`src/rtl/mem_port_arbiter_pkg.sv`:
```
// Shared types and constants for the core memory port arbiter.
package mem_port_arbiter_pkg;

    localparam int unsigned ADDR_W_DEF  = 32;
    localparam int unsigned DATA_W_DEF  = 32;
    localparam int unsigned MEM_LAT_MIN = 1;
    localparam int unsigned MEM_LAT_MAX = 4;

    // Owner of a memory slot; NONE marks writes and idle cycles
    typedef enum logic [1:0] {
        TAG_NONE = 2'd0,
        TAG_LD   = 2'd1,
        TAG_LS   = 2'd2,
        TAG_IF   = 2'd3
    } tag_t;

    typedef enum logic {
        LAST_A = 1'b0,
        LAST_B = 1'b1
    } rr_last_t;

endpackage

```
`src/rtl/mem_port_arbiter_rr_arb2.sv`:
```
// Two-way round-robin arbiter; 'hold' suppresses grants and freezes the pointer.
module rr_arb2
    import mem_port_arbiter_pkg::*;
(
    input  logic clk,
    input  logic rst,
    input  logic req_a,
    input  logic req_b,
    input  logic hold,
    output logic gnt_a,
    output logic gnt_b
);

    rr_last_t last, last_next;

    always_ff @(posedge clk or negedge rst) begin
        if (!rst) begin
            last <= LAST_A;
        end else begin
            last <= last_next;
        end
    end

    always_comb begin
        gnt_a     = 1'b0;
        gnt_b     = 1'b0;
        last_next = last;
        if (!hold) begin
            if (req_a && (!req_b || last == LAST_B)) begin
                gnt_a     = 1'b1;
                last_next = LAST_A;
            end else if (req_b) begin
                gnt_b     = 1'b1;
                last_next = LAST_B;
            end
        end
    end

endmodule

```
`src/rtl/mem_port_arbiter.sv`:
```
// Single-port memory arbiter: loader priority, LSU/IF round-robin,
// read data routed back through a MEM_LAT-deep owner tag pipeline.
module mem_port_arbiter
    import mem_port_arbiter_pkg::*;
#(
    parameter int unsigned ADDR_W  = ADDR_W_DEF,
    parameter int unsigned DATA_W  = DATA_W_DEF,
    parameter int unsigned MEM_LAT = 1
) (
    input  logic              clk,
    input  logic              rst,
    input  logic              ld_req,
    input  logic              ld_we,
    input  logic [ADDR_W-1:0] ld_addr,
    input  logic [DATA_W-1:0] ld_wdata,
    input  logic [3:0]        ld_wstrb,
    output logic              ld_gnt,
    output logic              ld_rvalid,
    output logic [DATA_W-1:0] ld_rdata,
    input  logic              ls_req,
    input  logic              ls_we,
    input  logic [ADDR_W-1:0] ls_addr,
    input  logic [DATA_W-1:0] ls_wdata,
    input  logic [3:0]        ls_wstrb,
    output logic              ls_gnt,
    output logic              ls_rvalid,
    output logic [DATA_W-1:0] ls_rdata,
    input  logic              if_req,
    input  logic [ADDR_W-1:0] if_addr,
    output logic              if_gnt,
    output logic              if_rvalid,
    output logic [DATA_W-1:0] if_rdata,
    output logic              mem_en,
    output logic              mem_we,
    output logic [ADDR_W-1:0] mem_addr,
    output logic [DATA_W-1:0] mem_wdata,
    output logic [3:0]        mem_wstrb,
    input  logic [DATA_W-1:0] mem_rdata,
    output logic              busy
);

    tag_t new_tag;
    tag_t resp_tag;
    tag_t pipe [MEM_LAT];

    // Reset is folded into the grant path so nothing is granted while held in reset
    assign ld_gnt = ld_req & rst;

    rr_arb2 u_rr (
        .clk   (clk),
        .rst   (rst),
        .req_a (ls_req),
        .req_b (if_req),
        .hold  (ld_req | ~rst),
        .gnt_a (ls_gnt),
        .gnt_b (if_gnt)
    );

    assign mem_en = ld_gnt | ls_gnt | if_gnt;

    always_comb begin
        mem_we    = 1'b0;
        mem_addr  = '0;
        mem_wdata = '0;
        mem_wstrb = '0;
        new_tag   = TAG_NONE;
        if (ld_gnt) begin
            mem_we    = ld_we;
            mem_addr  = ld_addr;
            mem_wdata = ld_wdata;
            mem_wstrb = ld_wstrb;
            new_tag   = ld_we ? TAG_NONE : TAG_LD;
        end else if (ls_gnt) begin
            mem_we    = ls_we;
            mem_addr  = ls_addr;
            mem_wdata = ls_wdata;
            mem_wstrb = ls_wstrb;
            new_tag   = ls_we ? TAG_NONE : TAG_LS;
        end else if (if_gnt) begin
            mem_addr  = if_addr;
            new_tag   = TAG_IF;
        end
    end

    always_ff @(posedge clk or negedge rst) begin
        if (!rst) begin
            for (int unsigned i = 0; i < MEM_LAT; i++) begin
                pipe[i] <= TAG_NONE;
            end
        end else begin
            pipe[0] <= new_tag;
            for (int unsigned i = 1; i < MEM_LAT; i++) begin
                pipe[i] <= pipe[i-1];
            end
        end
    end

    assign resp_tag  = pipe[MEM_LAT-1];
    assign ld_rvalid = (resp_tag == TAG_LD);
    assign ls_rvalid = (resp_tag == TAG_LS);
    assign if_rvalid = (resp_tag == TAG_IF);
    assign ld_rdata  = ld_rvalid ? mem_rdata : '0;
    assign ls_rdata  = ls_rvalid ? mem_rdata : '0;
    assign if_rdata  = if_rvalid ? mem_rdata : '0;

    always_comb begin
        busy = 1'b0;
        for (int unsigned i = 0; i < MEM_LAT; i++) begin
            busy = busy | (pipe[i] != TAG_NONE);
        end
    end

endmodule

```
`config.mk`:
```
export PLATFORM = sky130hd
export DESIGN_NAME = mem_port_arbiter
export DESIGN_NICKNAME = d
export VERILOG_FILES = /design/src/rtl/mem_port_arbiter_pkg.sv /design/src/rtl/mem_port_arbiter_rr_arb2.sv /design/src/rtl/mem_port_arbiter.sv
export SDC_FILE = /design/constraint.sdc
export NUM_CORES = 1
export LEC_CHECK = 0
export CAP_MARGIN = 10
export CORE_AREA = 3 3 147 149
export DETAILED_ROUTE_END_ITERATION = 10
export DIE_AREA = 0 0 150 152
export SLEW_MARGIN = 20
export SYNTH_ARGS = -nofsm -noshare
export SYNTH_HDL_FRONTEND = slang
export SYNTH_SLANG_ARGS = --single-unit
```
`constraint.sdc`:
```
create_clock -name clk -period 3.6 [get_ports clk]
set_clock_uncertainty 0.15 [all_clocks]
set_input_delay 0.54 -clock clk [delete_from_list [all_inputs] [get_ports clk]]
set_output_delay 0.54 -clock clk [all_outputs]
set_load 0.03 [all_outputs]
```
==> impl_metrics.env, run 1 <==
export IMPL_status="completed"
export IMPL_cts_sinks=3
export IMPL_critPathRequiredTime_ns=2.91
export IMPL_crit_end_element="primary output"
export IMPL_grt_first_pass_wirelength_um=20700
export IMPL_cp_slowest_stage_delay_ns=0.67
export IMPL_dpl_worst_slack_ns=0.483
export IMPL_cts_reportedPaths_clkPinSlew_ns=0.03
export IMPL_min_period_over_period_pct=85.8
export IMPL_globalRouteOverflowTotal=0
export IMPL_yosys_register_bits=3
export IMPL_cts_tree="yes"
export IMPL_post_place_instance_area_um2=5880
export IMPL_drt_antenna_violating_nets=0
export IMPL_synth_largest_area_cell="sky130_fd_sc_hd__and2_1"
export IMPL_drv_cap=0
export IMPL_critical_path_peak_fanout=33
export IMPL_yosys_cell_types_count=17
export IMPL_post_route_cell_area_um2=5960
export IMPL_timing_final_setup_violations=0
export IMPL_worst_hold_path_type="reg2reg"
export IMPL_start_util_pct=8.73
export IMPL_fin_total_pwr_w=0.00103
export IMPL_final_hold_vio_count=0
export IMPL_drc=0
export IMPL_drt_pass1_iterations=6
export IMPL_die_width_um=150
export IMPL_power_ir_vdd_worst_mv=0.0795
export IMPL_cts_htree_levels=1
export IMPL_synth_area_top_cells="sky130_fd_sc_hd__and2_1 23%, sky130_fd_sc_hd__and3_1 23%, sky130_fd_sc_hd__a22o_1 18%"
export IMPL_boundaryPins=380
export IMPL_vertical_die_dimension_um=152
export IMPL_core_area_um2=20300
export IMPL_cts_setup_buffers=0
export IMPL_routabilityCongestion=0.800
export IMPL_detail_route_vias_per_cell=3.96
export IMPL_synth_area_per_cell_um2=7.09
export IMPL_final_core_util_pct=29.3
export IMPL_layout_drive_gt1_share_pct=15.1
export IMPL_synth_area_um2=1770
export IMPL_synth_top_area_share_pct=23.3
export IMPL_via_count_of_the_first_global_routing_pass=3545
export IMPL_worst_pin_slew_ns=0.533
export IMPL_arrival_ns=2.40
export IMPL_timing_setup_critical_path_class="in2out"
export IMPL_worst_path_buf_inv=3
export IMPL_vias=3489
export IMPL_detail_route_wirelength_um=14400
export IMPL_final_cell_mix="306 x sky130_fd_sc_hd__clkdlybuf4s50_1, 68 x sky130_fd_sc_hd__buf_4, 66 x sky130_fd_sc_hd__and2_1"
export IMPL_count_of_input_and_output_buffers=379
export IMPL_finish_net_count=819
export IMPL_slew_limit_headroom_pct=64.5
export IMPL_setup_tns_ns=0
export IMPL_clock_tree_root_cell="sky130_fd_sc_hd__clkbuf_16"
export IMPL_post_drt_wl_per_cell_um=16.3
export IMPL_numCtsBuffers=3
export IMPL_timing_fmax_mhz=324
export IMPL_layout_setup_ws_ns=0.510
export IMPL_rsz_0062_raised_after_global_routing="false"
export IMPL_flow_area_growth_from_synthesis_pct=236
export IMPL_dominantRegCellSynth="sky130_fd_sc_hd__dfrtp_1"
export IMPL_pin_count_of_the_biggest_net_entering_global_routing=73
export IMPL_track_usage_pct=11.4
export IMPL_asyncSetResetFlopFracSynth_pct=100
export IMPL_critical_path_cell_chain="clkdlybuf4s50_1 -> nand3b_1 -> a21oi_4 -> buf_4 -> a221o_1 -> buf_12"
export IMPL_cpLargestDelayFamily="buffers and inverters"
export IMPL_most_common_library_cell_in_the_layout_ignoring_fill_and_taps="sky130_fd_sc_hd__clkdlybuf4s50_1"
export IMPL_synth_fp_nets=457
export IMPL_cts_resized_gates=0
export IMPL_yosys_warnings=0
export IMPL_finalWorstPathRequiredPeriod_ns=3.09
export IMPL_p_leak_nw=2.60
export IMPL_antenna_found_initial=0
export IMPL_initialDrtViolationCount=153
export IMPL_dpl_hpwl_um=12300
export IMPL_post_synth_inst_count=250
export IMPL_slew_limit_fails=0
export IMPL_start_kind="input pin"
export IMPL_clk_path_buf_depth=2
export IMPL_clock_insertion_delay_worst_skew_ns=0.22
export IMPL_yosysSeqAreaShare_pct=4.24
export IMPL_die_area_um2=22800
export IMPL_pwr_density_cell_nw_per_um2=173
export IMPL_diodes=0
export IMPL_site_row_count=52
export IMPL_cts_hold_buffers_added=0
export IMPL_count_of_flip_flops_with_a_built_in_enable_after_synthesis=0
export IMPL_critical_path_slowest_cell="sky130_fd_sc_hd__clkdlybuf4s50_1"
flip-flops by register name (all words and copies together), names as in the netlist:
signal and flops:
pipe 2, u_rr.last 1
Yosys cell counts, drive strengths merged (2+ instances only):
master  number
inv          3
nand3b       2
buf         12
nor2b        2
a21o         2
a22o        37
and2        66
dfrtp        3
a221o       32
and3        64
a21oi        2
clkbuf      21
through the flow:
stage | hold WS [ns] | cells
4_1_cts | 0.419 | 881
3_3_place_gp | 0.424 | 877
2_1_floorplan | 0.0944 | 250
6_report | 0.418 | 881
3_5_place_dp | 0.419 | 877
5_1_grt | 0.449 | 881
cells by family after synthesis:
kind of cell,synth area share [%]
buffers and inverters,8.90
AOI/OAI and AO/OA,38.5
DFF,4.24
and+or+nand+nor,48.4
final cells by class:
class,instances,area (um^2)
Inverter,3,11.3
Multi-Input combinational cell,211,1560
Clock buffer,4,78.8
Sequential cell,3,75.1
Tap cell,270,338
Fill cell,2178,14300
Timing Repair Buffer,390,3890
where the power goes:
group | total, W | internal [W] | switching (W)
Clock | 0.000175 | 0.000146 | 0.0000294
Sequential | 0.0000432 | 0.0000383 | 0.00000486
Combinational | 0.000814 | 0.000434 | 0.000381
Total | 0.00103 | 0.000618 | 0.000415
final timing paths:
path	start	to	slack (ns)	depth (start not counted)
worst min register to register	u_rr.last$_DFFE_PN0P_	u_rr.last$_DFFE_PN0P_	0.42	1
worst max register to register	u_rr.last$_DFFE_PN0P_	pipe[1]$_DFF_PN0_	2.22	4
max in group asynchronous	rst	pipe[1]$_DFF_PN0_	2.60	1
worst min-delay path	u_rr.last$_DFFE_PN0P_	u_rr.last$_DFFE_PN0P_	0.42	1
min in group asynchronous	rst	u_rr.last$_DFFE_PN0P_	0.44	1
worst max-delay path	rst	mem_addr[17]	0.51	6
layer usage:
metal / GRT usage [%] / vias up / wire length (um)
li1: - / 1685 / -
met4: 2.05 / 0 / 180
met2: 21.8 / 248 / 7300
met3: 3.72 / 10 / 1710
met5: 0 / - / 0
met1: 12.2 / 1546 / 5200
worst register-to-register path: cells and delay by family (launching register included):
| family | cells | cell delay, ns |
|---|---|---|
| buffers and inverters | 2 | 0.40 |
| DFF | 1 | 0.41 |
| AOI/OAI and AO/OA | 2 | 0.35 |
Power figures use the tool's default switching activity.
==> run 2: changes to the inputs <==
--- a/config.mk
+++ b/config.mk
@@ -5,10 +5,11 @@
 export SDC_FILE = /design/constraint.sdc
 export NUM_CORES = 1
 export LEC_CHECK = 0
-export CAP_MARGIN = 10
-export CORE_AREA = 3 3 147 149
+export ABC_AREA = 1
+export CAP_MARGIN = 20
+export CORE_AREA = 3 3 148 150
 export DETAILED_ROUTE_END_ITERATION = 10
-export DIE_AREA = 0 0 150 152
+export DIE_AREA = 0 0 151 153
 export SLEW_MARGIN = 20
 export SYNTH_ARGS = -nofsm -noshare
 export SYNTH_HDL_FRONTEND = slang
==> impl_metrics.env, run 2 <==
export IMPL_cts_setup_buffers=0
export IMPL_core_area_um2=20800
export IMPL_critical_path_slowest_cell="sky130_fd_sc_hd__inv_1"
export IMPL_track_usage_pct=11.0
export IMPL_p_leak_nw=2.73
export IMPL_regToRegSetupSlack_ns=2.11
export IMPL_synth_commonest_cells="151 x sky130_fd_sc_hd__nand2_1, 100 x sky130_fd_sc_hd__nor2_1, 64 x sky130_fd_sc_hd__nand3_1"
export IMPL_largest_register_ffs=2
export IMPL_vertical_die_dimension_um=153
export IMPL_most_common_library_cell_in_the_layout_ignoring_fill_and_taps="sky130_fd_sc_hd__clkdlybuf4s50_1"
export IMPL_synth_fp_nets=646
export IMPL_post_drt_wl_per_cell_um=13.0
export IMPL_die_area_um2=23100
export IMPL_diodes=0
export IMPL_antenna_found_initial=0
export IMPL_drv_cap=0
export IMPL_site_row_count=53
export IMPL_pin_count_of_the_biggest_net_entering_global_routing=67
export IMPL_count_of_flip_flops_with_a_built_in_enable_after_synthesis=0
export IMPL_synth_largest_area_cell="sky130_fd_sc_hd__nand2_1"
export IMPL_cts_tree="yes"
export IMPL_post_synth_inst_count=439
export IMPL_start_kind="flip-flop"
export IMPL_finish_net_count=1002
export IMPL_yosysSeqAreaShare_pct=3.78
export IMPL_cts_sinks=3
export IMPL_timing_setup_critical_path_class="reg2out"
export IMPL_yosys_cell_types_count=19
export IMPL_final_cell_count_no_fill=1069
export IMPL_rsz_0062_raised_after_global_routing="false"
export IMPL_grt_first_pass_wirelength_um=20700
export IMPL_critical_path_peak_fanout=32
export IMPL_timing_final_setup_violations=0
export IMPL_detail_route_wirelength_um=13900
export IMPL_synth_area_top_cells="sky130_fd_sc_hd__nand2_1 29%, sky130_fd_sc_hd__nor2_1 19%, sky130_fd_sc_hd__nand3_1 16%"
export IMPL_timing_fmax_mhz=339
export IMPL_drt_pass1_iterations=4
export IMPL_worstReg2RegEnd="pipe[1]$_DFF_PN0_"
export IMPL_clk_path_buf_depth=2
export IMPL_synth_top_area_share_pct=28.5
export IMPL_drc=0
export IMPL_cts_resized_gates=0
export IMPL_path_depth_of_the_worst_reg2reg_path=7
export IMPL_top_regs="pipe (2), u_rr.last (1)"
export IMPL_clock_insertion_delay_worst_skew_ns=0.22
export IMPL_setup_tns_ns=0
export IMPL_globalRouteOverflowTotal=0
export IMPL_critical_path_cell_chain="inv_1 -> nor2_1 -> inv_1 -> nor2_1 -> clkdlybuf4s50_1"
export IMPL_yosys_warnings=0
export IMPL_critPathRequiredTime_ns=2.91
export IMPL_worst_hold_path_type="in2async"
export IMPL_drt_antenna_violating_nets=0
export IMPL_numCtsBuffers=3
export IMPL_boundaryPins=380
export IMPL_synth_area_per_cell_um2=4.52
export IMPL_post_route_cell_area_um2=6010
export IMPL_crit_end_element="primary output"
export IMPL_synth_area_um2=1990
export IMPL_die_width_um=151
export IMPL_slew_limit_headroom_pct=32.4
export IMPL_asyncSetResetFlopFracSynth_pct=100
export IMPL_dominantRegCellSynth="sky130_fd_sc_hd__dfrtp_1"
export IMPL_clock_tree_root_cell="sky130_fd_sc_hd__clkbuf_16"
export IMPL_dpl_hpwl_um=11700
export IMPL_yosys_register_bits=3
export IMPL_cts_hold_buffers_added=0
export IMPL_start_util_pct=9.54
export IMPL_via_count_of_the_first_global_routing_pass=3965
export IMPL_routabilityCongestion=0.797
export IMPL_min_period_over_period_pct=82.0
export IMPL_final_cell_mix="306 x sky130_fd_sc_hd__clkdlybuf4s50_1, 151 x sky130_fd_sc_hd__nand2_1, 100 x sky130_fd_sc_hd__nor2_1"
export IMPL_vias=4076
export IMPL_power_ir_vdd_worst_mv=0.149
export IMPL_layout_drive_gt1_share_pct=11.6
export IMPL_cts_htree_levels=1
export IMPL_slew_limit_fails=0
export IMPL_flow_area_growth_from_synthesis_pct=203
export IMPL_pwr_density_cell_nw_per_um2=171
export IMPL_regToRegStartpoint="u_rr.last$_DFFE_PN0P_"
export IMPL_cp_slowest_stage_delay_ns=0.73
export IMPL_arrival_ns=2.26
export IMPL_worst_pin_slew_ns=1.01
export IMPL_dpl_cell_count=1065
export IMPL_status="completed"
export IMPL_count_of_input_and_output_buffers=379
export IMPL_initialDrtViolationCount=235
export IMPL_post_place_instance_area_um2=5930
export IMPL_detail_route_vias_per_cell=3.81
export IMPL_cts_reportedPaths_clkPinSlew_ns=0.03
export IMPL_final_hold_vio_count=0
export IMPL_finalWorstPathRequiredPeriod_ns=2.95
export IMPL_largest_register="pipe"
export IMPL_synth_most_common_cell="sky130_fd_sc_hd__nand2_1"
[run 2: worst max-delay path by stage]
stage | slack (ns) | end | from
finish | 0.65 | ls_rdata[1] | pipe[1]$_DFF_PN0_
global route | 0.47 | ls_rdata[1] | pipe[1]$_DFF_PN0_
CTS | 0.55 | ls_rdata[1] | pipe[1]$_DFF_PN0_
detailed placement | 0.66 | mem_addr[31] | rst
global placement | 0.69 | mem_wdata[20] | rst
floorplan | 1.26 | ld_rdata[10] | pipe[1]$_DFF_PN0_
[run 2: layout make-up]
class,count,area [um^2]
multi-input cells,354,1530
flip-flops and latches,3,75.1
fillers,2293,14800
repair buffers,387,3810
well taps,275,344
inverters,46,175
clock buffers,4,78.8
[run 2: metrics by stage]
step / utilization (%) / hold slack (ns) / power, W / worst slack [ns]
2_1_floorplan: - / 0.0944 / 0.000408 / 1.26
3_3_place_gp: 28.5 / 0.506 / 0.000857 / 0.691
5_1_grt: 28.9 / 0.414 / 0.00109 / 0.474
6_report: 28.9 / 0.409 / 0.00103 / 0.649
4_1_cts: 28.9 / 0.409 / 0.00104 / 0.553
3_5_place_dp: 28.5 / 0.493 / 0.000858 / 0.659
[run 2: logic make-up (layout without fill, tap and decap cells)]
| family | after synthesis | after routing | share of synthesized area [%] |
|---|---|---|---|
| compound gates | 4 | 4 | 1.70 |
| buf+inv | 82 | 437 | 19.1 |
| flops | 3 | 3 | 3.78 |
| simple gates | 350 | 350 | 75.4 |
[run 2: metal layers]
| layer | global-route usage, % | up-vias | wire, um |
|---|---|---|---|
| li1 | - | 2079 | - |
| met1 | 11.4 | 1739 | 4930 |
| met2 | 21.5 | 236 | 7240 |
| met3 | 3.26 | 22 | 1470 |
| met4 | 2.12 | 0 | 270 |
| met5 | 0 | - | 0 |
[run 2: critical path: cells and delay by family (launching register included)]
family	cells	cell delay, ns
flops	1	0.37
buf+inv	3	1.45
simple gates	2	0.21
[run 2: power breakdown]
group	leakage (nW)	total, W	internal (W)	switching, W
Sequential	0.0375	0.0000418	0.0000376	0.00000423
Clock	0.0382	0.000176	0.000146	0.0000302
Combinational	2.66	0.000810	0.000393	0.000417
==> run 3: changes to the inputs <==
--- a/config.mk
+++ b/config.mk
@@ -7,9 +7,9 @@
 export LEC_CHECK = 0
 export ABC_AREA = 1
 export CAP_MARGIN = 20
-export CORE_AREA = 3 3 148 150
+export CORE_AREA = 3 3 146 148
 export DETAILED_ROUTE_END_ITERATION = 10
-export DIE_AREA = 0 0 151 153
+export DIE_AREA = 0 0 149 151
 export SLEW_MARGIN = 20
 export SYNTH_ARGS = -nofsm -noshare
 export SYNTH_HDL_FRONTEND = slang
==> constraint.sdc (replaced) <==
create_clock -name clk -period 2.6 [get_ports clk]
set_clock_uncertainty 0.15 [all_clocks]
set_input_delay 0.39 -clock clk [delete_from_list [all_inputs] [get_ports clk]]
set_output_delay 0.39 -clock clk [all_outputs]
set_load 0.03 [all_outputs]
==> impl_metrics.env, run 3 (synthesis results as in run 2) <==
export IMPL_final_hold_vio_count=0
export IMPL_arrival_ns=1.95
export IMPL_drt_antenna_violating_nets=0
export IMPL_diodes=0
export IMPL_cts_sinks=3
export IMPL_antenna_found_initial=0
export IMPL_slew_limit_fails=0
export IMPL_p_leak_nw=2.85
export IMPL_largest_register_ffs=2
export IMPL_clock_insertion_delay_worst_skew_ns=0.23
export IMPL_clock_tree_root_cell="sky130_fd_sc_hd__clkbuf_16"
export IMPL_worst_path_buf_inv=5
export IMPL_pwr_density_cell_nw_per_um2=237
export IMPL_cts_tree="yes"
export IMPL_final_cell_mix="303 x sky130_fd_sc_hd__clkdlybuf4s50_1, 151 x sky130_fd_sc_hd__nand2_1, 100 x sky130_fd_sc_hd__nor2_1"
export IMPL_initialDrtViolationCount=232
export IMPL_top_layer_used="met4"
export IMPL_detail_route_vias_per_cell=3.83
export IMPL_worstReg2RegEnd="pipe[0]$_DFF_PN0_"
export IMPL_vertical_die_dimension_um=151
export IMPL_nFillCells=2206
export IMPL_routabilityCongestion=0.867
export IMPL_start_kind="input pin"
export IMPL_slew_limit_headroom_pct=76.1
export IMPL_critical_path_peak_fanout=42
export IMPL_critical_path_slowest_cell="sky130_fd_sc_hd__clkdlybuf4s50_1"
export IMPL_critPathRequiredTime_ns=2.06
export IMPL_dpl_hpwl_um=12100
export IMPL_wirelength_met1_um=5250
export IMPL_globalRouteOverflowTotal=0
export IMPL_numCtsBuffers=3
export IMPL_cts_hold_buffers_added=0
export IMPL_detail_route_wirelength_um=14300
export IMPL_status="completed"
export IMPL_path_depth_of_the_worst_reg2reg_path=4
export IMPL_start_util_pct=9.84
export IMPL_route_met3_wl_um=1480
export IMPL_met2_wirelength_from_detailed_routing_um=7330
export IMPL_cts_setup_buffers=0
export IMPL_rsz_0062_raised_after_global_routing="false"
export IMPL_regToRegSetupSlack_ns=1.30
export IMPL_flow_area_growth_from_synthesis_pct=209
export IMPL_timing_final_setup_violations=0
export IMPL_timing_setup_critical_path_class="in2out"
export IMPL_largest_register="pipe"
export IMPL_top_regs="pipe (2), u_rr.last (1)"
export IMPL_setup_tns_ns=0
export IMPL_clk_path_buf_depth=2
export IMPL_pin_count_of_the_biggest_net_entering_global_routing=57
export IMPL_cts_htree_levels=1
export IMPL_die_width_um=149
export IMPL_drc=0
export IMPL_cp_slowest_stage_delay_ns=0.49
export IMPL_vias=4118
export IMPL_regToRegStartpoint="u_rr.last$_DFFE_PN0P_"
export IMPL_timing_fmax_mhz=402
export IMPL_most_common_library_cell_in_the_layout_ignoring_fill_and_taps="sky130_fd_sc_hd__clkdlybuf4s50_1"
export IMPL_boundaryPins=380
export IMPL_power_ir_vdd_worst_mv=0.163
export IMPL_layout_drive_gt1_share_pct=12.9
export IMPL_track_usage_pct=10.9
export IMPL_grt_first_pass_wirelength_um=19800
export IMPL_post_drt_wl_per_cell_um=13.3
export IMPL_worst_pin_slew_ns=0.358
export IMPL_crit_end_element="primary output"
export IMPL_core_area_um2=20200
export IMPL_holdWs_ns=0.333
export IMPL_via_count_of_the_first_global_routing_pass=3673
export IMPL_worst_hold_path_type="in2async"
export IMPL_drt_pass1_iterations=4
export IMPL_cts_reportedPaths_clkPinSlew_ns=0.03
export IMPL_cpLargestDelayFamily="buffers and inverters"
export IMPL_min_period_over_period_pct=95.7
export IMPL_site_row_count=52
export IMPL_critical_path_cell_chain="clkdlybuf4s50_1 -> buf_4 -> nand2_1 -> inv_2 -> buf_12 -> nand2_1 -> nand3_1 -> buf_12"
export IMPL_drv_cap=0
export IMPL_die_area_um2=22500
export IMPL_cts_resized_gates=0
export IMPL_count_of_input_and_output_buffers=379
export IMPL_finish_net_count=1013
export IMPL_finalWorstPathRequiredPeriod_ns=2.49
run 3: cell types whose count changed in the layout (fill, tap and decap cells not counted):
cell                              delta
sky130_fd_sc_hd__buf_4               +8
sky130_fd_sc_hd__buf_12              +4
sky130_fd_sc_hd__clkdlybuf4s50_1     -3
sky130_fd_sc_hd__dlymetal6s2s_1      +2
run 3: where the power goes:
part	leakage [nW]	internal [W]	switching (W)	total [W]
sequential	0.0375	0.0000520	0.00000636	0.0000584
clock	0.0382	0.000202	0.0000433	0.000246
combinational	2.77	0.000566	0.000584	0.00115
run 3: worst max-delay path by stage:
stage                            startpoint      endpoint  slack, ns  cells past startpoint
final                                   rst  mem_addr[29]       0.11                      8
after global routing      pipe[0]$_DFF_PN0_  ld_rdata[17]       0.01                      6
after CTS                 pipe[0]$_DFF_PN0_   ld_rdata[2]       0.05                      6
after detailed placement                rst  mem_addr[29]       0.10                      8
after global placement                  rst  mem_addr[29]        0.1                      8
after floorplan           pipe[1]$_DFF_PN0_  ld_rdata[10]       0.41                      4
run 3: worst register-to-register path: stages (launching register included):
cell,delay (ns)
sky130_fd_sc_hd__dfrtp_1,0.41
sky130_fd_sc_hd__a21oi_4,0.15
sky130_fd_sc_hd__buf_4,0.21
sky130_fd_sc_hd__nand2_1,0.12
sky130_fd_sc_hd__a21boi_1,0.16
run 3: metrics by stage:
stage | setup slack, ns | cell area, um^2 | util, % | std cells | power (W)
after floorplan | 0.407 | 1990 | - | 439 | 0.000565
after global placement | 0.0986 | 6060 | 30.0 | 1071 | 0.00122
after detailed placement | 0.102 | 6060 | 30.0 | 1071 | 0.00122
after CTS | 0.0495 | 6140 | 30.4 | 1075 | 0.00147
after global routing | 0.0121 | 6140 | 30.5 | 1075 | 0.00154
final | 0.112 | 6140 | 30.5 | 1075 | 0.00145
run 3: cell type report:
| class | count | area [um^2] | share of cell area, % |
|---|---|---|---|
| timing repair buffer | 398 | 3940 | 64.2 |
| multi-input combinational | 354 | 1530 | 24.9 |
| sequential | 3 | 75.1 | 1.22 |
| clock buffer | 4 | 78.8 | 1.28 |
| inverter | 46 | 175 | 2.85 |
| tap | 270 | 338 | 5.50 |
run 3: layer usage:
layer	vias up	track usage [%]
li1	2102	-
met1	1769	12.1
met2	229	20.5
met3	18	2.96
met4	0	2.75
met5	-	0
